[src/rtl/cdb_arbiter_pkg.sv]
// rtl/cdb_arbiter_pkg.sv - CDB field layout, FU tags and requester index constants
package cdb_arbiter_pkg;

  // CDB word layout, MSB first: {on, fu_tag, rs_onehot, result}
  localparam int CDB_DATA_W   = 32;
  localparam int CDB_RS_W     = 8;
  localparam int CDB_FU_W     = 3;
  localparam int NUM_CDBBITS  = 1 + CDB_FU_W + CDB_RS_W + CDB_DATA_W;

  localparam int CDB_ON_FIELD = NUM_CDBBITS - 1;
  localparam int CDB_FU_LSB   = CDB_RS_W + CDB_DATA_W;
  localparam int CDB_RS_LSB   = CDB_DATA_W;

  typedef enum logic [CDB_FU_W-1:0] {
    FU_NONE_TAG = 3'd0,
    FU_ALU_TAG  = 3'd1,
    FU_LS_TAG   = 3'd2,
    FU_MUL_TAG  = 3'd3,
    FU_DIV_TAG  = 3'd4,
    FU_JUMP_TAG = 3'd5
  } fu_tag_e;

  // Fixed mapping of arbiter port index to functional unit
  localparam int CDB_REQ_ALU  = 0;
  localparam int CDB_REQ_LS   = 1;
  localparam int CDB_REQ_MUL  = 2;
  localparam int CDB_REQ_DIV  = 3;
  localparam int CDB_REQ_JUMP = 4;

endpackage

[src/rtl/cdb_arbiter_if.sv]
// rtl/cdb_arbiter_if.sv - requester/CDB bundle between functional units and the arbiter
import cdb_arbiter_pkg::*;

interface cdb_arbiter_if #(
  parameter int NUM_REQ   = 5,
  parameter int PAYLOAD_W = NUM_CDBBITS - 1
);
  logic [NUM_REQ-1:0]           req;
  logic [NUM_REQ*PAYLOAD_W-1:0] payload;
  logic [NUM_REQ-1:0]           grant;
  logic [PAYLOAD_W:0]           cdb;
  logic [NUM_REQ-1:0]           last_grant;

  // Functional-unit side
  modport master (output req, payload, input grant, cdb, last_grant);
  // Arbiter side
  modport slave  (input req, payload, output grant, cdb, last_grant);
endinterface

[src/rtl/cdb_arbiter_rr_priority_pick.sv]
// rtl/cdb_arbiter_rr_priority_pick.sv - rotate / priority-encode / unrotate round-robin picker
module rr_priority_pick #(
  parameter int N  = 5,
  parameter int PW = (N > 1) ? $clog2(N) : 1
) (
  input  logic [N-1:0]  elig,
  input  logic [PW-1:0] ptr,
  output logic [N-1:0]  grant
);

  logic [2*N-1:0] dbl;
  logic [N-1:0]   rotated;
  logic [N-1:0]   rot_oh;
  logic [2*N-1:0] unrot;

  // Rotate so bit 0 is the pointer position, keep the lowest set bit, rotate back
  always_comb begin
    dbl     = {elig, elig} >> ptr;
    rotated = dbl[N-1:0];
    rot_oh  = rotated & (~rotated + N'(1));
    unrot   = {rot_oh, rot_oh} << ptr;
    grant   = unrot[2*N-1:N];
  end

endmodule

[src/rtl/cdb_arbiter.sv]
// rtl/cdb_arbiter.sv - round-robin common data bus arbiter; optional CDB_PERF_CNT_EN perf counters
import cdb_arbiter_pkg::*;

module cdb_arbiter #(
  parameter int NUM_REQ   = 5,
  parameter int PAYLOAD_W = NUM_CDBBITS - 1
) (
  input  logic          clk,
  input  logic          rst,
  input  logic          flush,
  cdb_arbiter_if.slave  bus
`ifdef CDB_PERF_CNT_EN
  ,
  output logic [31:0]   perf_busy_cnt,
  output logic [31:0]   perf_conflict_cnt
`endif
);

  localparam int PW = (NUM_REQ > 1) ? $clog2(NUM_REQ) : 1;

  logic [PW-1:0]        ptr;
  logic [PW-1:0]        ptr_next;
  logic [PW-1:0]        g_idx;
  logic [NUM_REQ-1:0]   elig;
  logic [NUM_REQ-1:0]   pick;
  logic [NUM_REQ-1:0]   grant_c;
  logic [NUM_REQ-1:0]   last_grant_q;
  logic [PAYLOAD_W-1:0] sel_payload;
  logic [PAYLOAD_W:0]   cdb_q;

  // The unit broadcast last cycle sits out one edge so a late-dropping request is not sent twice
  assign elig = bus.req & ~last_grant_q;

  rr_priority_pick #(.N(NUM_REQ), .PW(PW)) u_pick (
    .elig  (elig),
    .ptr   (ptr),
    .grant (pick)
  );

  // Flushed results are dropped rather than broadcast
  assign grant_c = flush ? '0 : pick;

  // Select the granted payload and encode its index for the pointer update
  always_comb begin
    sel_payload = '0;
    g_idx       = '0;
    for (int i = 0; i < NUM_REQ; i++) begin
      if (grant_c[i]) begin
        sel_payload = bus.payload[i*PAYLOAD_W +: PAYLOAD_W];
        g_idx       = PW'(i);
      end
    end
    ptr_next = (g_idx == PW'(NUM_REQ - 1)) ? '0 : g_idx + PW'(1);
  end

  // Registered CDB: one-cycle broadcast of the winner, otherwise an all-zero idle bus
  always_ff @(posedge clk or negedge rst) begin
    if (!rst) begin
      cdb_q        <= '0;
      last_grant_q <= '0;
      ptr          <= '0;
    end else if (|grant_c) begin
      cdb_q        <= {1'b1, sel_payload};
      last_grant_q <= grant_c;
      ptr          <= ptr_next;
    end else begin
      cdb_q        <= '0;
      last_grant_q <= '0;
    end
  end

  assign bus.grant      = grant_c;
  assign bus.cdb        = cdb_q;
  assign bus.last_grant = last_grant_q;

`ifdef CDB_PERF_CNT_EN
  // Busy counts cycles the bus carries a result; conflict counts cycles with contention
  always_ff @(posedge clk or negedge rst) begin
    if (!rst) begin
      perf_busy_cnt     <= '0;
      perf_conflict_cnt <= '0;
    end else begin
      if (cdb_q[PAYLOAD_W])
        perf_busy_cnt <= perf_busy_cnt + 32'd1;
      if ($countones(elig) >= 2)
        perf_conflict_cnt <= perf_conflict_cnt + 32'd1;
    end
  end
`endif

endmodule
[src/flat_wrapper.sv]
// flat-port wrapper written by rule: the top's interface ports become plain ports
module cdb_arbiter_flat 
#(
  parameter int NUM_REQ   = 5,
  parameter int PAYLOAD_W = NUM_CDBBITS - 1
)
  (clk, rst, flush, bus_req, bus_payload, bus_grant, bus_cdb, bus_last_grant);
  cdb_arbiter_if #(.NUM_REQ(NUM_REQ), .PAYLOAD_W(PAYLOAD_W)) bus_i ();
  input  logic clk;
  input  logic rst;
  input  logic flush;
  input wire logic [$bits(bus_i.req)-1:0] bus_req;
  input wire logic [$bits(bus_i.payload)-1:0] bus_payload;
  output wire logic [$bits(bus_i.grant)-1:0] bus_grant;
  output wire logic [$bits(bus_i.cdb)-1:0] bus_cdb;
  output wire logic [$bits(bus_i.last_grant)-1:0] bus_last_grant;
  assign bus_i.req = bus_req;
  assign bus_i.payload = bus_payload;
  assign bus_grant = bus_i.grant;
  assign bus_cdb = bus_i.cdb;
  assign bus_last_grant = bus_i.last_grant;
  cdb_arbiter #(.NUM_REQ(NUM_REQ), .PAYLOAD_W(PAYLOAD_W)) u_core (.clk(clk), .rst(rst), .flush(flush), .bus(bus_i));
endmodule
[config.mk]
export PLATFORM = sky130hd
export DESIGN_NAME = cdb_arbiter_flat
export DESIGN_NICKNAME = d
export VERILOG_FILES = /design/src/rtl/cdb_arbiter_pkg.sv /design/src/rtl/cdb_arbiter_if.sv /design/src/rtl/cdb_arbiter_rr_priority_pick.sv /design/src/rtl/cdb_arbiter.sv /design/src/flat_wrapper.sv
export SDC_FILE = /design/constraint.sdc
export NUM_CORES = 1
export LEC_CHECK = 0
export ABC_CLOCK_PERIOD_IN_PS = 8900
export BUFFER_PORTS_ARGS = -buffer_cell sky130_fd_sc_hd__buf_2
export CORE_ASPECT_RATIO = 0.6
export CORE_UTILIZATION = 48
export CTS_BUF_LIST = sky130_fd_sc_hd__clkbuf_16
export DETAILED_ROUTE_END_ITERATION = 6
export GPL_ROUTABILITY_DRIVEN = 0
export PLACE_DENSITY = 0.88
export REMOVE_ABC_BUFFERS = 1
export SLEW_MARGIN = 20
export SYNTH_ARGS = -nofsm -noshare
export SYNTH_HDL_FRONTEND = slang
export SYNTH_HIERARCHICAL = 1
export SYNTH_SLANG_ARGS = --single-unit
[constraint.sdc]
create_clock -name clk -period 8.9 [get_ports clk]
set_input_delay 1.335 -clock clk [delete_from_list [all_inputs] [get_ports clk]]
set_output_delay 1.335 -clock clk [all_outputs]
set_load 0.1 [all_outputs]
# --- Word-level counts from Yosys, hierarchy flattened ---
# Cells that the tools add are included.
totals:
  regBits: 52
  wordCells: 26
  inputBits: 223
  out_inout_bits: 54
op_classes:
  n_reduce_logical: 1
  eq_ne: 1
  shifts: 2
  n_mux: 13
  bitwise: 4
  add_sub_neg: 2
ops:
  columns: ["cell", "n"]
  rows:
  - ["43-bit two-way mux", 5]
  - ["44-bit two-way mux", 1]
  - ["5-bit bitwise AND", 2]
  - ["5-bit two-way mux", 2]
  - ["5-bit NOT", 2]
  - ["10-bit by 3-bit << shifter with 10-bit output", 1]
  - ["10-bit by 3-bit right shift with 5-bit output", 1]
  - ["3-bit two-way mux", 2]
  - ["5-bit by 1-bit adder with 5-bit output (second input constant)", 1]
  - ["5-bit OR reduction", 1]
  - ["2-bit two-way mux", 2]
  - ["3-bit by 1-bit adder with 3-bit output (second input constant)", 1]
  - ["3-bit == test (second input constant)", 1]
  - ["1-bit two-way mux", 1]

# --- Logic depth before layout (Yosys ltp) ---
# Gate-level depths: netlist (run 1).
logic_depth:
  word_depth: 14
  mapped_depth: 15
  ltp_nobuf: 13

# --- By module ---
# The synthesis (run 1) kept the hierarchy.
by_module_without_submodules:
  columns: ["module", "area_per_inst_um2", "seq_area_each_um2", "cells_per_inst", "n_inst"]
  rows:
  - ["cdb_arbiter", 3957.5, 1301.2, 438, 1]
  - ["rr_priority_pick", 565.5, 0.0, 78, 1]

# --- Worst setup path after synthesis (run 1) ---
# No wires, ideal clock.
synth_path:
  kind: "input -> output"
  start: "in bus_req[3]"
  end: "out bus_grant[3]"
  path_buffers: 2
  stages: 10
  t_arrival_ns: 4.763
  required_ns: 7.565
  slack_ns: 2.802
  cell_sequence: "nor2b_1 -> mux2_2 -> nor4b_4 -> nor2_1 -> o21ai_0 -> a22oi_1 -> mux2i_1 -> buf_2 -> buf_2 -> nor2b_1"
synth_between:
  elab_chain_cells: 7
synth_lines:
  columns: ["element", "line", "source"]
  rows:
  - ["start: declaration", "flat_wrapper.sv:12", "input wire logic [$bits(bus_i.req)-1:0] bus_req;"]
  - ["5-bit bitwise AND (*)", "cdb_arbiter.sv:32", "assign elig = bus.req & ~last_grant_q;"]
  - ["10-bit by 3-bit right shift with 5-bit output (*)", "cdb_arbiter_rr_priority_pick.sv:18", "dbl = {elig, elig} >> ptr;"]
  - ["5-bit NOT", "cdb_arbiter_rr_priority_pick.sv:20", "rot_oh = rotated & (~rotated + N'(1));"]
  - ["5-bit by 1-bit adder with 5-bit output", "cdb_arbiter_rr_priority_pick.sv:20", null]
  - ["5-bit bitwise AND (*)", "cdb_arbiter_rr_priority_pick.sv:20", null]
  - ["10-bit by 3-bit << shifter with 10-bit output (*)", "cdb_arbiter_rr_priority_pick.sv:21", "unrot = {rot_oh, rot_oh} << ptr;"]
  - ["net u_core.pick[3]", "cdb_arbiter.sv:25", "logic [NUM_REQ-1:0] pick;"]
  - ["5-bit two-way mux (*)", "cdb_arbiter.sv:41", "assign grant_c = flush ? '0 : pick;"]
  - ["end: declaration", "flat_wrapper.sv:14", "output wire logic [$bits(bus_i.grant)-1:0] bus_grant;"]
# The timed path passes the listed nets; every way through them passes the cells marked *.

# --- Final worst setup path (run 1) ---
layout_path:
  start: "in bus_req[2]"
  end: "out bus_grant[4]"
layout_between:
  elab_chain_cells: 7
layout_lines:
  columns: ["element", "line", "source"]
  rows:
  - ["5-bit bitwise AND (*)", "cdb_arbiter.sv:32", null]
  - ["net u_core.elig[2]", "cdb_arbiter.sv:24", "logic [NUM_REQ-1:0] elig;"]
  - ["10-bit by 3-bit right shift with 5-bit output (*)", "cdb_arbiter_rr_priority_pick.sv:18", null]
  - ["5-bit NOT", "cdb_arbiter_rr_priority_pick.sv:20", null]
  - ["5-bit by 1-bit adder with 5-bit output", "cdb_arbiter_rr_priority_pick.sv:20", null]
  - ["5-bit bitwise AND (*)", "cdb_arbiter_rr_priority_pick.sv:20", null]
  - ["10-bit by 3-bit << shifter with 10-bit output (*)", "cdb_arbiter_rr_priority_pick.sv:21", null]
  - ["net u_core.pick[4]", "cdb_arbiter.sv:25", null]
  - ["5-bit two-way mux (*)", "cdb_arbiter.sv:41", null]
# Marks and branches as above.

==> results of run 1 <==
[per-stage QoR]
| stage | power [mW] | cell area, um^2 | utilization [%] | hold slack [ps] | setup WS (ps) |
|---|---|---|---|---|---|
| floorplan | 2.14 | 4200 | - | 767 | -1850 |
| global placement | 2.52 | 5860 | 64.0 | 895 | 3210 |
| detailed placement | 2.61 | 5860 | 64.0 | 909 | 3000 |
| CTS | 2.80 | 6000 | 65.5 | 924 | 3020 |
| global route | 2.98 | 6000 | 65.5 | 1030 | 2580 |
| finish | 2.82 | 6000 | 65.5 | 947 | 2930 |
[kinds of logic after synthesis]
group,synth area share [%]
compound gates,39.4
fa+ha+maj,0.553
buf+inv,11.1
flops,28.8
mux,3.49
simple gates,16.8
[cells in the mapped netlist (2+ instances only)]
cell       n
nand2_1    9
nand2b_1   4
buf_2     25
a21oi_1   91
buf_6      6
nor2_1    52
o21ai_0    5
o211ai_1   4
a21o_1     2
nor3_1     5
buf_1      3
o221a_1   41
ha_1       2
mux2_2     5
nor2b_1   10
a221oi_2  40
clkbuf_1  23
nor4_1     2
mux2i_1    9
a22oi_1    4
nand3b_1  42
inv_1     46
buf_4      4
dfrtp_1   52
a221oi_1   3
[critical path, delay by kind of cell]
kind                   cells  cell delay [ps]
buffers and inverters      3              720
muxes                      2              610
AOI/OAI and AO/OA          2              720
and+or+nand+nor            4             1230
[flip-flops by register name, summed over array words and instances (netlist names)]
name	cells
u_core/bus.last_grant	5
u_core/ptr	3
u_core/bus.cdb	44
[report_power, final]
group          internal, mW  switching, mW
sequential            0.303         0.0604
combinational         0.676           1.59
clock                 0.103         0.0867
[cell type report]
cell class                 count  area share (%)
tap                          130            2.71
sequential                    52            21.7
multi-input combinational    355            46.2
clock buffer                   5            2.09
inverter                      48            3.00
timing repair buffer         284            24.0
clock inverter                 3           0.250
[worst paths after layout]
check / startpoint / to / depth (start not counted)
worst max-delay path: bus_req[2] / bus_grant[4] / 11
worst min-delay path: u_core/ptr[1] / u_core/ptr[1] / 2
worst max register to register: u_core/ptr[1] / u_core/ptr[2] / 11
worst min register to register: u_core/ptr[1] / u_core/ptr[1] / 2
max in group asynchronous: rst / u_core/bus.last_grant[0] / 2
min in group asynchronous: rst / u_core/bus.cdb[12] / 2
[routing by layer]
layer / share of wire (%) / global-route usage, %
met5: 0 / 0
met4: 2.2 / 11.4
met3: 9.3 / 7.47
met2: 48 / 54.3
met1: 40 / 38.5
[placed cells by master (no fill, tap or decap), drive strengths merged, types with 2 or more instances in the layout]
cell type	instances
nor3	5
buf	284
a211oi	2
clkbuf	5
nor4b	2
inv	48
mux2	6
a21oi	92
clkinv	2
nor2	52
nand2	9
a21o	2
dfrtp	52
mux2i	9
o31ai	2
nor2b	10
nor4	2
nand2b	4
o21ai	6
o221a	41
nand3b	42
ha	2
a221oi	43
a22oi	4
o211ai	4
==> results.sh, run 1 <==
export IMPL_crit_fanout=44
export IMPL_grt_setup_unrepaired="no"
export IMPL_fillCellCount=741
export IMPL_start_util_pct=49.4
export IMPL_drive_above_1_share_pct=46.5
export IMPL_synthTopCellsByArea="dfrtp_1 (29%), a221oi_2 (13%), o221a_1 (10%)"
export IMPL_post_cts_buffers=0
export IMPL_synthCells=516
export IMPL_hold_viol_final=0
export IMPL_layout_cells_non_filler=877
export IMPL_cap_violations=0
export IMPL_io_pins=277
export IMPL_min_path_type="flop to flop"
export IMPL_pwr_density_cell_nw_per_um2=471
export IMPL_cts_tree="built"
export IMPL_yosysSeqAreaShare_pct=28.8
export IMPL_cp_arrival_ps=4640
export IMPL_layout_nets=971
export IMPL_drcViolationCount=1
export IMPL_wirelength_um=15800
export IMPL_root_buffer="clkbuf_16"
export IMPL_status="finished with violations"
export IMPL_post_route_period_util_pct=67.1
export IMPL_chipWidth_um=127
export IMPL_via_count=5212
export IMPL_max_clock_freq_ghz=0.167
export IMPL_grt_use_total_pct=31.6
export IMPL_die_h_um=77.2
export IMPL_multi_input_area_um2=2770
export IMPL_grt_overflow_total=0
export IMPL_finalSetupTns_ps=0
export IMPL_area_growth_pct=32.6
export IMPL_synthesis_area_um2=4520
export IMPL_rows=27
export IMPL_cpMaxStageDelayCell="nand2b_2"
export IMPL_setup_viol=0
export IMPL_slew_headroom_pct=24.2
export IMPL_drtIter0Drc=323
export IMPL_synth_edff_count=0
export IMPL_synth_warnings=6
export IMPL_critPathRequiredTime_ps=7570
export IMPL_async_reset_ff_share_pct=100
export IMPL_rrSetupSlack_ps=4050
export IMPL_core_area_um2=9160
export IMPL_yosys_area_top_type_share_pct=28.8
export IMPL_worst_pin_slew_ps=1140
export IMPL_clk_pin_slew_ps=70
export IMPL_final_seq_area_um2=1300
export IMPL_vdd_drop_max_mv=0.317
export IMPL_p_leak_nw=2.96
export IMPL_via_per_inst=5.94
export IMPL_synthDistinctLibCells=52
export IMPL_violations="DRC"
export IMPL_synth_largest_area_cell="dfrtp_1"
export IMPL_numCtsBuffers=5
export IMPL_ys_ff_latch=52
export IMPL_synth_ff_type="dfrtp_1"
export IMPL_place_hpwl_um=10900
export IMPL_die_area_um2=9830
export IMPL_worstPathCellList="buf_2 > nor2b_1 > mux2i_1 > nor4b_4 > nor2_1 > o21ai_0 > mux2i_1 > a22oi_2 > nand2b_2 > inv_2 > buf_2"
export IMPL_clk_latency_ps=290
export IMPL_final_antenna_net_count=0
export IMPL_grt_max_degree=89
export IMPL_setup_worst_path_end_class="output pin"
export IMPL_post_drt_wl_per_cell_um=18.0
export IMPL_antenna_found_initial=0
export IMPL_grt_pass1_vias=5204
export IMPL_cts_sinks=52
export IMPL_fin_skew_ps=3.90
export IMPL_io_buffers=276
export IMPL_crit_type="input pin to output pin"
export IMPL_grt_pass1_wl_um=24800
export IMPL_critPathLaunchType="input pin"
export IMPL_max_stage_delay_ps=590
export IMPL_clk_path_buf_depth=2
export IMPL_synth_avg_cell_area_um2=8.77
export IMPL_dpl_cell_count=869
export IMPL_maxSlewViolCount=0
export IMPL_dr_pass1_iters=7
export IMPL_n_antenna_cell=0
export IMPL_holdBufCountCts=0
export IMPL_fin_crit_ps=5970
export IMPL_cts_htree_levels=2
export IMPL_cts_resized=0
No activity file was read; power rests on OpenSTA's default activity.
==> run 2: changes to the inputs <==
--- a/config.mk
+++ b/config.mk
@@ -5,14 +5,15 @@
 export SDC_FILE = /design/constraint.sdc
 export NUM_CORES = 1
 export LEC_CHECK = 0
-export ABC_CLOCK_PERIOD_IN_PS = 8900
+export ABC_AREA = 1
+export ABC_CLOCK_PERIOD_IN_PS = 6000
 export BUFFER_PORTS_ARGS = -buffer_cell sky130_fd_sc_hd__buf_2
 export CORE_ASPECT_RATIO = 0.6
-export CORE_UTILIZATION = 48
+export CORE_UTILIZATION = 44
 export CTS_BUF_LIST = sky130_fd_sc_hd__clkbuf_16
 export DETAILED_ROUTE_END_ITERATION = 6
 export GPL_ROUTABILITY_DRIVEN = 0
-export PLACE_DENSITY = 0.88
+export PLACE_DENSITY = 0.83
 export REMOVE_ABC_BUFFERS = 1
 export SLEW_MARGIN = 20
 export SYNTH_ARGS = -nofsm -noshare
==> constraint.sdc (replaced) <==
create_clock -name clk -period 6 [get_ports clk]
set_input_delay 0.9 -clock clk [delete_from_list [all_inputs] [get_ports clk]]
set_output_delay 0.9 -clock clk [all_outputs]
set_load 0.1 [all_outputs]
==> run 2 against run 1 <==
  * The run now ends clean
  * Highest routed layer unchanged
  * Sequential cell count unchanged
  * Largest cell class unchanged
  * Clock power up 70%
  * Power up 46%
  * Worst hold slack worse by 210 ps
  * First-iteration DRC count up 15%
  * Die area up 4.9%
  * Routed wire length down 11%
  * Global-route usage down 4.3 points
  * Largest power group unchanged
  * Clock skew up 3.7 ps
  * Clock-buffer cell count unchanged
==> results.sh, run 2 <==
export IMPL_status="complete, no violations"
export IMPL_layout_nets=1178
export IMPL_via_per_inst=5.00
export IMPL_pwr_density_cell_nw_per_um2=711
export IMPL_cap_violations=0
export IMPL_max_stage_delay_ps=470
export IMPL_antenna_found_initial=0
export IMPL_worst_slack_ps=1370
export IMPL_setup_viol=0
export IMPL_synth_avg_cell_area_um2=6.10
export IMPL_synth_common_cells="nand2_1 (218), inv_1 (99), nand3_1 (68), nor2_1 (58), dfrtp_1 (52)"
export IMPL_post_cts_buffers=0
export IMPL_start_util_pct=46.4
export IMPL_io_pins=277
export IMPL_synth_edff_count=0
export IMPL_largest_reg_flops=44
export IMPL_fillCellCount=936
export IMPL_fin_skew_ps=7.63
export IMPL_fin_crit_ps=4630
export IMPL_die_area_um2=10300
export IMPL_synth_warnings=6
export IMPL_grt_overflow_total=0
export IMPL_grt_max_degree=92
export IMPL_async_reset_ff_share_pct=100
export IMPL_crit_type="input pin to output pin"
export IMPL_clk_path_buf_depth=2
export IMPL_drtIter0Drc=371
export IMPL_synth_ff_type="dfrtp_1"
export IMPL_worst_pin_slew_ps=957
export IMPL_setup_worst_path_end_class="output pin"
export IMPL_dr_pass1_iters=5
export IMPL_n_antenna_cell=0
export IMPL_clk_latency_ps=290
export IMPL_maxSlewViolCount=0
export IMPL_yosysSeqAreaShare_pct=29.9
export IMPL_wirelength_um=14100
export IMPL_vdd_drop_max_mv=0.499
export IMPL_root_buffer="clkbuf_16"
export IMPL_min_path_type="input pin to async pin"
export IMPL_synthesis_area_um2=4350
export IMPL_final_cell_mix="buf_2 (276), nand2_1 (218), inv_1 (99), nand3_1 (68), nor2_1 (58)"
export IMPL_chipWidth_um=130
export IMPL_drcViolationCount=0
export IMPL_finalSetupTns_ps=0
export IMPL_yosys_area_top_type_share_pct=29.9
export IMPL_place_hpwl_um=10000
export IMPL_grt_pass1_wl_um=22200
export IMPL_final_antenna_net_count=0
export IMPL_synthTopCellsByArea="dfrtp_1 (30%), nand2_1 (19%), inv_1 (8.5%)"
export IMPL_layout_commonest_cell="buf_2"
export IMPL_clk_pin_slew_ps=70
export IMPL_max_clock_freq_ghz=0.216
export IMPL_slew_headroom_pct=36.2
export IMPL_utilization_pct=61.7
export IMPL_cp_arrival_ps=3730
export IMPL_core_area_um2=9390
export IMPL_ys_ff_latch=52
export IMPL_cts_sinks=52
export IMPL_post_drt_wl_per_cell_um=13.0
export IMPL_cts_htree_levels=2
export IMPL_synth_most_common_cell="nand2_1"
export IMPL_grt_use_total_pct=27.3
export IMPL_die_h_um=79.1
export IMPL_area_growth_pct=33.1
export IMPL_p_leak_nw=3.45
export IMPL_grt_setup_unrepaired="no"
export IMPL_synthDistinctLibCells=24
export IMPL_place_ws_ps=1430
export IMPL_holdBufCountCts=0
export IMPL_post_route_period_util_pct=77.2
export IMPL_synthCells=714
export IMPL_cts_resized=0
export IMPL_cpMaxStageDelayCell="nand2_4"
export IMPL_cts_tree="built"
export IMPL_critPathLaunchType="input pin"
export IMPL_synth_largest_area_cell="dfrtp_1"
export IMPL_critPathRequiredTime_ps=5100
export IMPL_hold_viol_final=0
export IMPL_crit_fanout=91
export IMPL_numCtsBuffers=5
export IMPL_rows=27
export IMPL_io_buffers=276
export IMPL_via_count=5416
export IMPL_drive_above_1_share_pct=32.9
export IMPL_grt_pass1_vias=4672
export IMPL_worstPathCellList="buf_2 > inv_1 > nor2_1 > nand2_1 > nand3_2 > nand2_1 > o21ai_0 > inv_1 > nor2_2 > nand3_1 > nand3_1 > nand3_1 > nand2_1 > nand2_4 > inv_1 > buf_2"
-- run 2: cell types whose count changed after synthesis, sizes merged, moves of 41 or more --
cell	before	now
o221a	41	0
nand4	0	45
inv	47	105
nand3	1	72
nand3b	42	0
o21ai	6	50
a221oi	43	0
a21oi	92	47
nand2	9	230
-- run 2: cell type report --
type	instances	area, um^2	share of cell area (%)
Inverter	106	410	7.08
Clock buffer	5	125	2.16
Clock inverter	3	37.5	0.648
Timing Repair Buffer	281	1420	24.5
Multi-Input combinational cell	507	2340	40.4
Sequential cell	52	1300	22.4
Tap cell	130	163	2.81
-- run 2: logic make-up (layout without fill, tap and decap cells) --
group / Yosys count / in the layout / share of synthesized area [%]
flip-flops: 52 / 52 / 29.9
AND/OR/NAND/NOR: 408 / 408 / 41.8
AO/OA/AOI/OAI: 97 / 97 / 11.2
buffers and inverters: 155 / 395 / 16.5
adder cells (fa/ha/maj): 2 / 2 / 0.575
-- run 2: report_power, final --
part	internal, mW	switching, mW
combinational	0.720	2.50
sequential	0.520	0.0621
clock	0.194	0.127
total	1.43	2.69
-- run 2: worst max-delay path: cells and delay by family --
kind | cells | cell delay (ps)
AND/OR/NAND/NOR | 10 | 1640
buffers and inverters | 5 | 950
AO/OA/AOI/OAI | 1 | 150
-- run 2: metal layers --
| layer | GRT usage, % | share of wire, % |
|---|---|---|
| met5 | 0 | 0 |
| met4 | 6.67 | 1.4 |
| met3 | 7.08 | 11 |
| met2 | 44.4 | 46 |
| met1 | 36.1 | 41 |
-- run 2: worst paths after layout --
path | start | endpoint | slack (ps) | depth (start not counted)
max in group asynchronous | rst | u_core/bus.cdb[23] | 4790 | 2
worst max-delay path | bus_req[2] | bus_grant[4] | 1370 | 16
worst min register to register | u_core/ptr[0] | u_core/ptr[0] | 780 | 2
min in group clk | u_core/ptr[0] | u_core/ptr[0] | 780 | 2
worst min-delay path | rst | u_core/bus.cdb[10] | 740 | 2
worst max register to register | u_core/ptr[1] | u_core/ptr[1] | 2250 | 17
-- run 2: per-stage QoR --
stage	hold slack (ps)	instance area [um^2]	total power [mW]	cells
final	737	5800	4.12	1084
after detailed placement	754	5630	3.78	1076
after CTS	760	5800	4.12	1084
after floorplan	604	4050	3.09	665
after global placement	749	5630	3.75	1076
after global routing	797	5800	4.47	1084
